<file path="config.mk">
export PLATFORM = sky130hd
export DESIGN_NAME = ccip_mmio_csr_responder_flat
export DESIGN_NICKNAME = d
export VERILOG_FILES = /design/src/rtl/ccip_mmio_csr_responder_if.sv /design/src/rtl/ccip_mmio_csr_responder.sv /design/src/flat_wrapper.sv
export SDC_FILE = /design/constraint.sdc
export NUM_CORES = 1
export LEC_CHECK = 0
export ABC_AREA = 1
export ABC_CLOCK_PERIOD_IN_PS = 4160
export CAP_MARGIN = 10
export CORE_UTILIZATION = 40
export DETAILED_ROUTE_END_ITERATION = 10
export PLACE_DENSITY_LB_ADDON = 0.2
export REMOVE_ABC_BUFFERS = 1
export SYNTH_ARGS = -nofsm -noshare
export SYNTH_HDL_FRONTEND = slang
export SYNTH_SLANG_ARGS = --single-unit
</file>
<file path="constraint.sdc">
create_clock -name afu_clk -period 4.16 [get_ports afu_clk]
set_clock_uncertainty 0.05 [all_clocks]
set_input_delay 1.04 -clock afu_clk [delete_from_list [all_inputs] [get_ports afu_clk]]
set_output_delay 1.04 -clock afu_clk [all_outputs]
set_load 0.05 [all_outputs]
</file>
<file path="src/rtl/ccip_mmio_csr_responder_if.sv">
// rtl/ccip_mmio_csr_responder_if.sv - CCI-P c0 MMIO request / c2 MMIO response bundle
interface ccip_mmio_csr_responder_if;
  logic        c0MmioRdValid;
  logic        c0MmioWrValid;
  logic [15:0] c0Address;
  logic        c0Length;
  logic [8:0]  c0Tid;
  logic [63:0] c0Data;
  logic        c2MmioRdValid;
  logic [8:0]  c2Tid;
  logic [63:0] c2Data;

  modport master (
    output c0MmioRdValid, c0MmioWrValid, c0Address, c0Length, c0Tid, c0Data,
    input  c2MmioRdValid, c2Tid, c2Data
  );

  modport slave (
    input  c0MmioRdValid, c0MmioWrValid, c0Address, c0Length, c0Tid, c0Data,
    output c2MmioRdValid, c2Tid, c2Data
  );
endinterface

</file>
<file path="src/rtl/ccip_mmio_csr_responder.sv">
// rtl/ccip_mmio_csr_responder.sv - AFU MMIO CSR block with two-stage read response pipeline
module ccip_mmio_csr_responder #(
  parameter logic [63:0] AFU_ID_L = 64'h0,
  parameter logic [63:0] AFU_ID_H = 64'h0
) (
  input  logic                              afu_clk,
  input  logic                              reset_n,
  ccip_mmio_csr_responder_if.slave          mmio,
  input  logic [63:0]                       sts_in,
  output logic [63:0]                       ctl_reg,
  output logic                              ctl_start
);

  localparam logic [63:0] DFH_VALUE = 64'h1000_0100_0000_0000;

  localparam logic [14:0] IDX_DFH     = 15'd0;
  localparam logic [14:0] IDX_AFU_L   = 15'd1;
  localparam logic [14:0] IDX_AFU_H   = 15'd2;
  localparam logic [14:0] IDX_SCRATCH = 15'd5;
  localparam logic [14:0] IDX_CTRL    = 15'd6;
  localparam logic [14:0] IDX_STATUS  = 15'd7;
  localparam logic [14:0] IDX_RDCNT   = 15'd8;
  localparam logic [14:0] IDX_WRCNT   = 15'd9;

  logic [63:0] scratchReg;
  logic [63:0] ctlReg;
  logic [63:0] rdCount;
  logic [63:0] wrCount;

  logic        rdReq;
  logic        wrReq;
  logic [14:0] reqIdx;
  logic        reqHalf;
  logic [63:0] rdSel;
  logic [63:0] scratchNext;
  logic [63:0] ctlNext;

  logic        s1Valid;
  logic [8:0]  s1Tid;
  logic        s1Len;
  logic        s1Half;
  logic [63:0] s1Data;

  assign rdReq   = mmio.c0MmioRdValid;
  assign wrReq   = mmio.c0MmioWrValid;
  assign reqIdx  = mmio.c0Address[15:1];
  assign reqHalf = mmio.c0Address[0];
  assign ctl_reg = ctlReg;

  // A 4 B write lands only in the addressed dword; the low 32 bits of c0Data carry it.
  function automatic logic [63:0] mergeWrite(input logic [63:0] oldVal, input logic [63:0] wrData,
                                             input logic len, input logic half);
    if (len)
      return wrData;
    else if (half)
      return {wrData[31:0], oldVal[31:0]};
    else
      return {oldVal[63:32], wrData[31:0]};
  endfunction

  assign scratchNext = mergeWrite(scratchReg, mmio.c0Data, mmio.c0Length, reqHalf);
  assign ctlNext     = mergeWrite(ctlReg, mmio.c0Data, mmio.c0Length, reqHalf) & ~64'h1;

  // Muxing from the current registers gives a same-cycle read the pre-write value;
  // RD_COUNT reports the count including the read being serviced.
  always_comb begin
    rdSel = 64'h0;
    case (reqIdx)
      IDX_DFH:     rdSel = DFH_VALUE;
      IDX_AFU_L:   rdSel = AFU_ID_L;
      IDX_AFU_H:   rdSel = AFU_ID_H;
      IDX_SCRATCH: rdSel = scratchReg;
      IDX_CTRL:    rdSel = ctlReg;
      IDX_STATUS:  rdSel = sts_in;
      IDX_RDCNT:   rdSel = rdCount + 64'd1;
      IDX_WRCNT:   rdSel = wrCount;
      default:     rdSel = 64'h0;
    endcase
  end

  always_ff @(posedge afu_clk or negedge reset_n) begin
    if (!reset_n) begin
      scratchReg <= 64'h0;
      ctlReg     <= 64'h0;
      ctl_start  <= 1'b0;
      rdCount    <= 64'h0;
      wrCount    <= 64'h0;
    end else begin
      ctl_start <= wrReq && (reqIdx == IDX_CTRL) && mmio.c0Data[0] &&
                   (mmio.c0Length || !reqHalf);
      if (wrReq && reqIdx == IDX_SCRATCH)
        scratchReg <= scratchNext;
      if (wrReq && reqIdx == IDX_CTRL)
        ctlReg <= ctlNext;
      // Clear beats increment on both counters.
      if (wrReq)
        rdCount <= 64'h0;
      else if (rdReq)
        rdCount <= rdCount + 64'd1;
      if (wrReq && reqIdx == IDX_WRCNT)
        wrCount <= 64'h0;
      else if (wrReq)
        wrCount <= wrCount + 64'd1;
    end
  end

  always_ff @(posedge afu_clk or negedge reset_n) begin
    if (!reset_n) begin
      s1Valid            <= 1'b0;
      s1Tid              <= 9'h0;
      s1Len              <= 1'b0;
      s1Half             <= 1'b0;
      s1Data             <= 64'h0;
      mmio.c2MmioRdValid <= 1'b0;
      mmio.c2Tid         <= 9'h0;
      mmio.c2Data        <= 64'h0;
    end else begin
      s1Valid <= rdReq;
      if (rdReq) begin
        s1Tid  <= mmio.c0Tid;
        s1Len  <= mmio.c0Length;
        s1Half <= reqHalf;
        s1Data <= rdSel;
      end
      mmio.c2MmioRdValid <= s1Valid;
      if (s1Valid) begin
        mmio.c2Tid <= s1Tid;
        if (s1Len)
          mmio.c2Data <= s1Data;
        else if (s1Half)
          mmio.c2Data <= {s1Data[63:32], s1Data[63:32]};
        else
          mmio.c2Data <= {s1Data[31:0], s1Data[31:0]};
      end
    end
  end

endmodule

</file>
<file path="src/flat_wrapper.sv">
// flat-port wrapper written by rule: the top's interface ports become plain ports
module ccip_mmio_csr_responder_flat 
#(
  parameter logic [63:0] AFU_ID_L = 64'h0,
  parameter logic [63:0] AFU_ID_H = 64'h0
)
  (afu_clk, reset_n, sts_in, ctl_reg, ctl_start, mmio_c0MmioRdValid, mmio_c0MmioWrValid, mmio_c0Address, mmio_c0Length, mmio_c0Tid, mmio_c0Data, mmio_c2MmioRdValid, mmio_c2Tid, mmio_c2Data);
  ccip_mmio_csr_responder_if mmio_i ();
  input  logic afu_clk;
  input  logic reset_n;
  input  logic [63:0] sts_in;
  output logic [63:0] ctl_reg;
  output logic ctl_start;
  input wire logic [$bits(mmio_i.c0MmioRdValid)-1:0] mmio_c0MmioRdValid;
  input wire logic [$bits(mmio_i.c0MmioWrValid)-1:0] mmio_c0MmioWrValid;
  input wire logic [$bits(mmio_i.c0Address)-1:0] mmio_c0Address;
  input wire logic [$bits(mmio_i.c0Length)-1:0] mmio_c0Length;
  input wire logic [$bits(mmio_i.c0Tid)-1:0] mmio_c0Tid;
  input wire logic [$bits(mmio_i.c0Data)-1:0] mmio_c0Data;
  output wire logic [$bits(mmio_i.c2MmioRdValid)-1:0] mmio_c2MmioRdValid;
  output wire logic [$bits(mmio_i.c2Tid)-1:0] mmio_c2Tid;
  output wire logic [$bits(mmio_i.c2Data)-1:0] mmio_c2Data;
  assign mmio_i.c0MmioRdValid = mmio_c0MmioRdValid;
  assign mmio_i.c0MmioWrValid = mmio_c0MmioWrValid;
  assign mmio_i.c0Address = mmio_c0Address;
  assign mmio_i.c0Length = mmio_c0Length;
  assign mmio_i.c0Tid = mmio_c0Tid;
  assign mmio_i.c0Data = mmio_c0Data;
  assign mmio_c2MmioRdValid = mmio_i.c2MmioRdValid;
  assign mmio_c2Tid = mmio_i.c2Tid;
  assign mmio_c2Data = mmio_i.c2Data;
  ccip_mmio_csr_responder #(.AFU_ID_L(AFU_ID_L), .AFU_ID_H(AFU_ID_H)) u_core (.afu_clk(afu_clk), .reset_n(reset_n), .mmio(mmio_i), .sts_in(sts_in), .ctl_reg(ctl_reg), .ctl_start(ctl_start));
endmodule
</file>
## After elaboration in Yosys (flattened, before gate mapping)

Index checks and enable logic that the tools add are counted.

- Output and inout bits: 139
- Bits in registers: 406
- Logic and storage cells: 49
- Input port bits: 158

- Equal/unequal tests: 6
- Reduce and logical (&&, ||, !) cells: 15
- Add/subtract/negate cells: 2
- Muxes and demuxes: 11

Operator list:

| kind | number |
|---|---|
| 2-to-1 mux 64 bit | 10 |
| one-hot mux 64 bit (6 select lines) | 1 |
| adder 64 x 1 -> 64 bit (second input constant) | 2 |
| equality test 15 x 3 -> 1 bit (second input constant) | 3 |
| equality test 15 x 4 -> 1 bit (second input constant) | 2 |
| zero test 15 bit | 1 |
| AND reduction 2 bit | 4 |
| nonzero test 2 bit | 3 |
| logical AND 1 bit | 5 |
| != test 2 x 1 -> 1 bit (second input constant) | 1 |
| zero test 1 bit | 1 |
| logical OR 1 bit | 1 |

## Logic depth before layout (Yosys ltp)

- Depth in word-level cells: 4
- Mapped depth: 13
- Mapped depth without buffers: 12

## Worst setup path before layout

OpenSTA, ideal clock, no wires.

- Path type: input to register
- Start: input port mmio_c0Address[4]
- End: register u_core.ctlReg[35], in the netlist u_core.ctl_reg[35]
- Stages: 9
- Data arrival time: 2.246 ns
- Library setup time: 0.127 ns
- Buffers on the path: 1
- Required time: 3.983 ns
- Slack: 1.738 ns
- Cells stage by stage: inv_1 nand2_1 nor3_4 nand3_2 inv_2 nand3_2 clkbuf_1 nand2_1 o21ai_1

- Word-level cells in the longest chain between the ends: 3

RTL lines:

| item | line | RTL |
|---|---|---|
| from (decl) | flat_wrapper.sv:16 | `input wire logic [$bits(mmio_i.c0Address)-1:0] mmio_c0Address;` |
| equality test 15 x 3 -> 1 bit | ccip_mmio_csr_responder.sv:93 | `if (wrReq && reqIdx == IDX_CTRL)` |
| logical AND 1 bit | ccip_mmio_csr_responder.sv:93 |  |
| AND reduction 2 bit (no source line) | n/a |  |
| to (signal assigned) | ccip_mmio_csr_responder.sv:94 | `ctlReg <= ctlNext;` |
| to (decl) | ccip_mmio_csr_responder.sv:26 | `logic [63:0] ctlReg;` |

Every way passes these cells.
A chain may end at the register's enable or synchronous reset.

## Final worst setup path

- Start: input port mmio_c0Address[1]
- End: register u_core.s1Data[2]

- Word-level cells in the longest chain between the ends: 2
- Elaborated cells between the ends (all ways): 7
- Classes of those cells: eq/ne: 5; mux: 1; reduce/logical: 1

RTL lines:

| item | line | RTL |
|---|---|---|
| equality test 15 x 4 -> 1 bit (tied with other cells) | ccip_mmio_csr_responder.sv:68 | `case (reqIdx)` |
| one-hot mux 64 bit (6 select lines) (*) | ccip_mmio_csr_responder.sv:68 |  |
| to (signal assigned) | ccip_mmio_csr_responder.sv:123 | `s1Data <= rdSel;` |
| to (decl) | ccip_mmio_csr_responder.sv:42 | `logic [63:0] s1Data;` |

Mark *: on every way between the ends. The rest lies on a longest branch, timed or not.

==> results.txt <==
----------------------------------------------------
[Place]
  Port-buffer cells ... 295
  Total instance count after detailed placement ... 4101
  Placed instance area ... 0.02616 mm²
  Place WS ... 0.5076 ns
  Half-perimeter wire length of the detailed placement result ... 72.60 mm
  Final Wtd Congestion ... 0.9910

[Layout]
  Total number of nets in the final design ... 3564
  Number of antenna repair diodes ... 0
  Final cell count without fillers ... 4185
  Final instance area ... 0.02767 mm²
  Growth of design area from synthesis to finish ... 24.01%
  Fillers ... 5502
  Fraction of layout cells with a size suffix above 1 ... 0.04597

[Die]
  Chip width ... 238.2 µm
  Ports placed on the boundary ... 297
  Die outline area ... 0.05673 mm²
  Starting density of the core ... 0.4050
  Die H ... 238.2 µm
  Placement Rows ... 86
  Core area ... 0.05509 mm²

[Global route]
  Overflow left after global routing ... 0
  Vias in the first global route ... 22040
  Antenna violations before repair ... 3
  First-pass GRT wire length ... 140.1 mm
  Total routing resource utilization after global routing ... 0.3319
  Largest net degree at the start of global routing ... 98

[Synthesis]
  Largest area contributor in the synthesized netlist ... sky130_fd_sc_hd__dfrtp_1
  Post-Synthesis Cells ... 3158
  Number of synthesized flops with an enable pin ... 0
  Leading cell types by count after synthesis ... sky130_fd_sc_hd__nand2_1, sky130_fd_sc_hd__nor2_1, sky130_fd_sc_hd__dfrtp_1
  Leading register cell type out of synthesis ... sky130_fd_sc_hd__dfrtp_1
  Async set or reset register ratio after synthesis ... 1.000
  Number of distinct standard cells referenced by the synthesized netlist ... 38
  Most numerous cell in the Yosys netlist ... sky130_fd_sc_hd__nand2_1
  Post-synth top area share ... 0.4554
  Cell area after technology mapping ... 0.02231 mm²
  Yosys warnings ... 0
  Flip-flop and latch count after synthesis ... 406
  Post-synthesis average cell area ... 7.065 µm²
  Part of the Yosys area used for sequential elements ... 0.4554
  Top cells by area in the synthesized netlist ... sky130_fd_sc_hd__dfrtp_1, sky130_fd_sc_hd__nand2_1, sky130_fd_sc_hd__nor2_1

[Drt]
  Per-cell routed wire length ... 22.58 µm
  Number of vias per cell after detailed routing ... 5.552
  Vias after detailed routing ... 23230
  Count of unresolved DRC violations after routing ... 0
  Routed Antenna Nets ... 0
  Violation count after the first detailed-routing iteration ... 2506
  WL final ... 94.52 mm
  Total iterations of the first detailed-routing run ... 5

[Critical path]
  Worst R2R End ... u_core.wrCount[44]
  Setup slack of the worst register-to-register path ... 1.42 ns
  Crit Path Max Fanout ... 46
  Cell count of the worst reg-to-reg path ... 9
  Reg-to-Reg Start ... u_core.wrCount[26]
  Arrival time at the worst endpoint ... 3.59 ns
  Nature of the critical path endpoint ... register
  Type of the setup path with the least slack ... primary input to register
  Crit path launch type ... primary input
  Endpoint required time on the critical path ... 4.64 ns

[Clock tree]
  Number of buffers created by CTS ... 48
  CTS Root Buffer Type ... sky130_fd_sc_hd__clkbuf_16
  Clock tree from TritonCTS ... built
  Post-cts gate resize count ... 0
  Total number of H-tree levels ... 2
  Hold buffers post-CTS ... 0
  Post-CTS Repair Setup Buffers ... 0
  Clock sink total ... 406
  Clock insertion delay at the later pin of the skew report ... 0.59 ns
  Maximum clock path buffer count ... 3
  Clock edge transition at the registers on the reported setup and hold paths ... 0.06 ns

[Timing]
  Fin crit period ... 3.108 ns
  Max transition margin ... 0.2179
  Final Hold Fails ... 0
  Unrepaired setup endpoints after global routing ... no
  Highest Clock Rate ... 0.3218 GHz
  Smallest setup slack after layout ... 1.052 ns
  Final slew viol count ... 0
  Share of the cycle needed by the critical path after routing ... 0.7471
  WHS ... 0.3997 ns
  Slew at the pin closest to its max-slew limit ... 1.173 ns
  Final setup viols ... 0

[Worst hold path]
  Path category of the worst min-delay check ... primary input to asynchronous set/reset pin

[Flow run]
  Max-cap check violation count ... 0

[Outcome]
  Outcome ... completed

[Pwr]
  Peak VDD IR ... 301.9 µV
  Pleak ... 0.01264 µW
  Ratio of total power to cell area ... 345.7 mW/mm²

----------------------------------------------------
[critical path, cell delays in order]
cell and delay [ns]:
sky130_fd_sc_hd__clkdlybuf4s50_1 0.56, sky130_fd_sc_hd__inv_2 0.08, sky130_fd_sc_hd__nor2_2 0.22, sky130_fd_sc_hd__inv_2 0.07
sky130_fd_sc_hd__nor2_4 0.15, sky130_fd_sc_hd__buf_4 0.52, sky130_fd_sc_hd__and3_1 0.51, sky130_fd_sc_hd__nand2_1 0.13
sky130_fd_sc_hd__nand4_1 0.15, sky130_fd_sc_hd__nand2_1 0.07, sky130_fd_sc_hd__nand2_1 0.06
[logic make-up after synthesis]
family,count (synthesis),share of synthesized area
AO/OA/AOI/OAI,475,0.1119
AND/OR/NAND/NOR,1829,0.3456
flip-flops,406,0.4554
XOR/XNOR,32,0.01256
adder cells (fa/ha/maj),3,0.001683
other,1,0.0001681
buffers and inverters,412,0.07268
[how the worst max path moves through the flow]
stage / startpoint / to / slack (ns)
floorplan: mmio_c0Address[14] / u_core.s1Data[11] / -1.72
global placement: mmio_c0Address[1] / u_core.s1Data[2] / 0.49
detailed placement: mmio_c0Address[1] / u_core.s1Data[2] / 0.51
CTS: u_core.ctl_reg[55] / ctl_reg[55] / 1.12
global route: mmio_c0Address[4] / u_core.s1Data[54] / 0.92
finish: mmio_c0Address[1] / u_core.s1Data[2] / 1.05
[power breakdown]
| part | total [µW] | switching [µW] | internal, µW |
|---|---|---|---|
| Sequential | 4190 | 117 | 4070 |
| Combinational | 1220 | 804 | 413 |
| Clock | 4160 | 1750 | 2410 |
[stage by stage]
step | power [µW] | util | setup TNS [ns]
after floorplan | 4836 | - | -153.86
after global placement | 5464 | 0.4748 | 0
after detailed placement | 5475 | 0.4748 | 0
after CTS | 9614 | 0.5022 | 0
after global routing | 9867 | 0.5022 | 0
final | 9565 | 0.5022 | 0
[final cells by class]
class	count	area [µm²]	area share
clock buffer	71	1379	0.04983
sequential	406	10160	0.3673
timing repair buffer	348	3531	0.1276
multi-input combinational	2340	10560	0.3816
inverter	259	972.2	0.03514
tap	748	935.9	0.03383
clock inverter	13	128.9	0.004658
[layer usage]
metal  wire length, µm  vias up  share of wire  GRT usage
met5                40        -        0.00042          0
met3              6503      139          0.069    0.04697
li1                  -    10820              -          -
met2             42570      993           0.45     0.5149
met1             42260    11280           0.45     0.4745
met4              3137        6          0.033     0.1111
[placed cells by master, fill, tap and decap left out, types with 15 or more instances in the layout]
cell,Yosys,routed
sky130_fd_sc_hd__nand2_1,920,920
sky130_fd_sc_hd__nor2_1,482,479
sky130_fd_sc_hd__dfrtp_1,406,404
sky130_fd_sc_hd__clkdlybuf4s50_1,0,294
sky130_fd_sc_hd__inv_1,250,249
sky130_fd_sc_hd__nand3_1,186,186
sky130_fd_sc_hd__o21ai_0,179,179
sky130_fd_sc_hd__a21oi_1,171,171
sky130_fd_sc_hd__nand4_1,165,165
sky130_fd_sc_hd__o21ai_1,80,80
sky130_fd_sc_hd__clkbuf_16,0,49
sky130_fd_sc_hd__nor3_1,41,40
sky130_fd_sc_hd__buf_4,7,39
sky130_fd_sc_hd__a22oi_1,33,33
sky130_fd_sc_hd__xor2_1,30,30
sky130_fd_sc_hd__clkbuf_1,89,15
No activity file was read; power rests on OpenSTA's default activity.
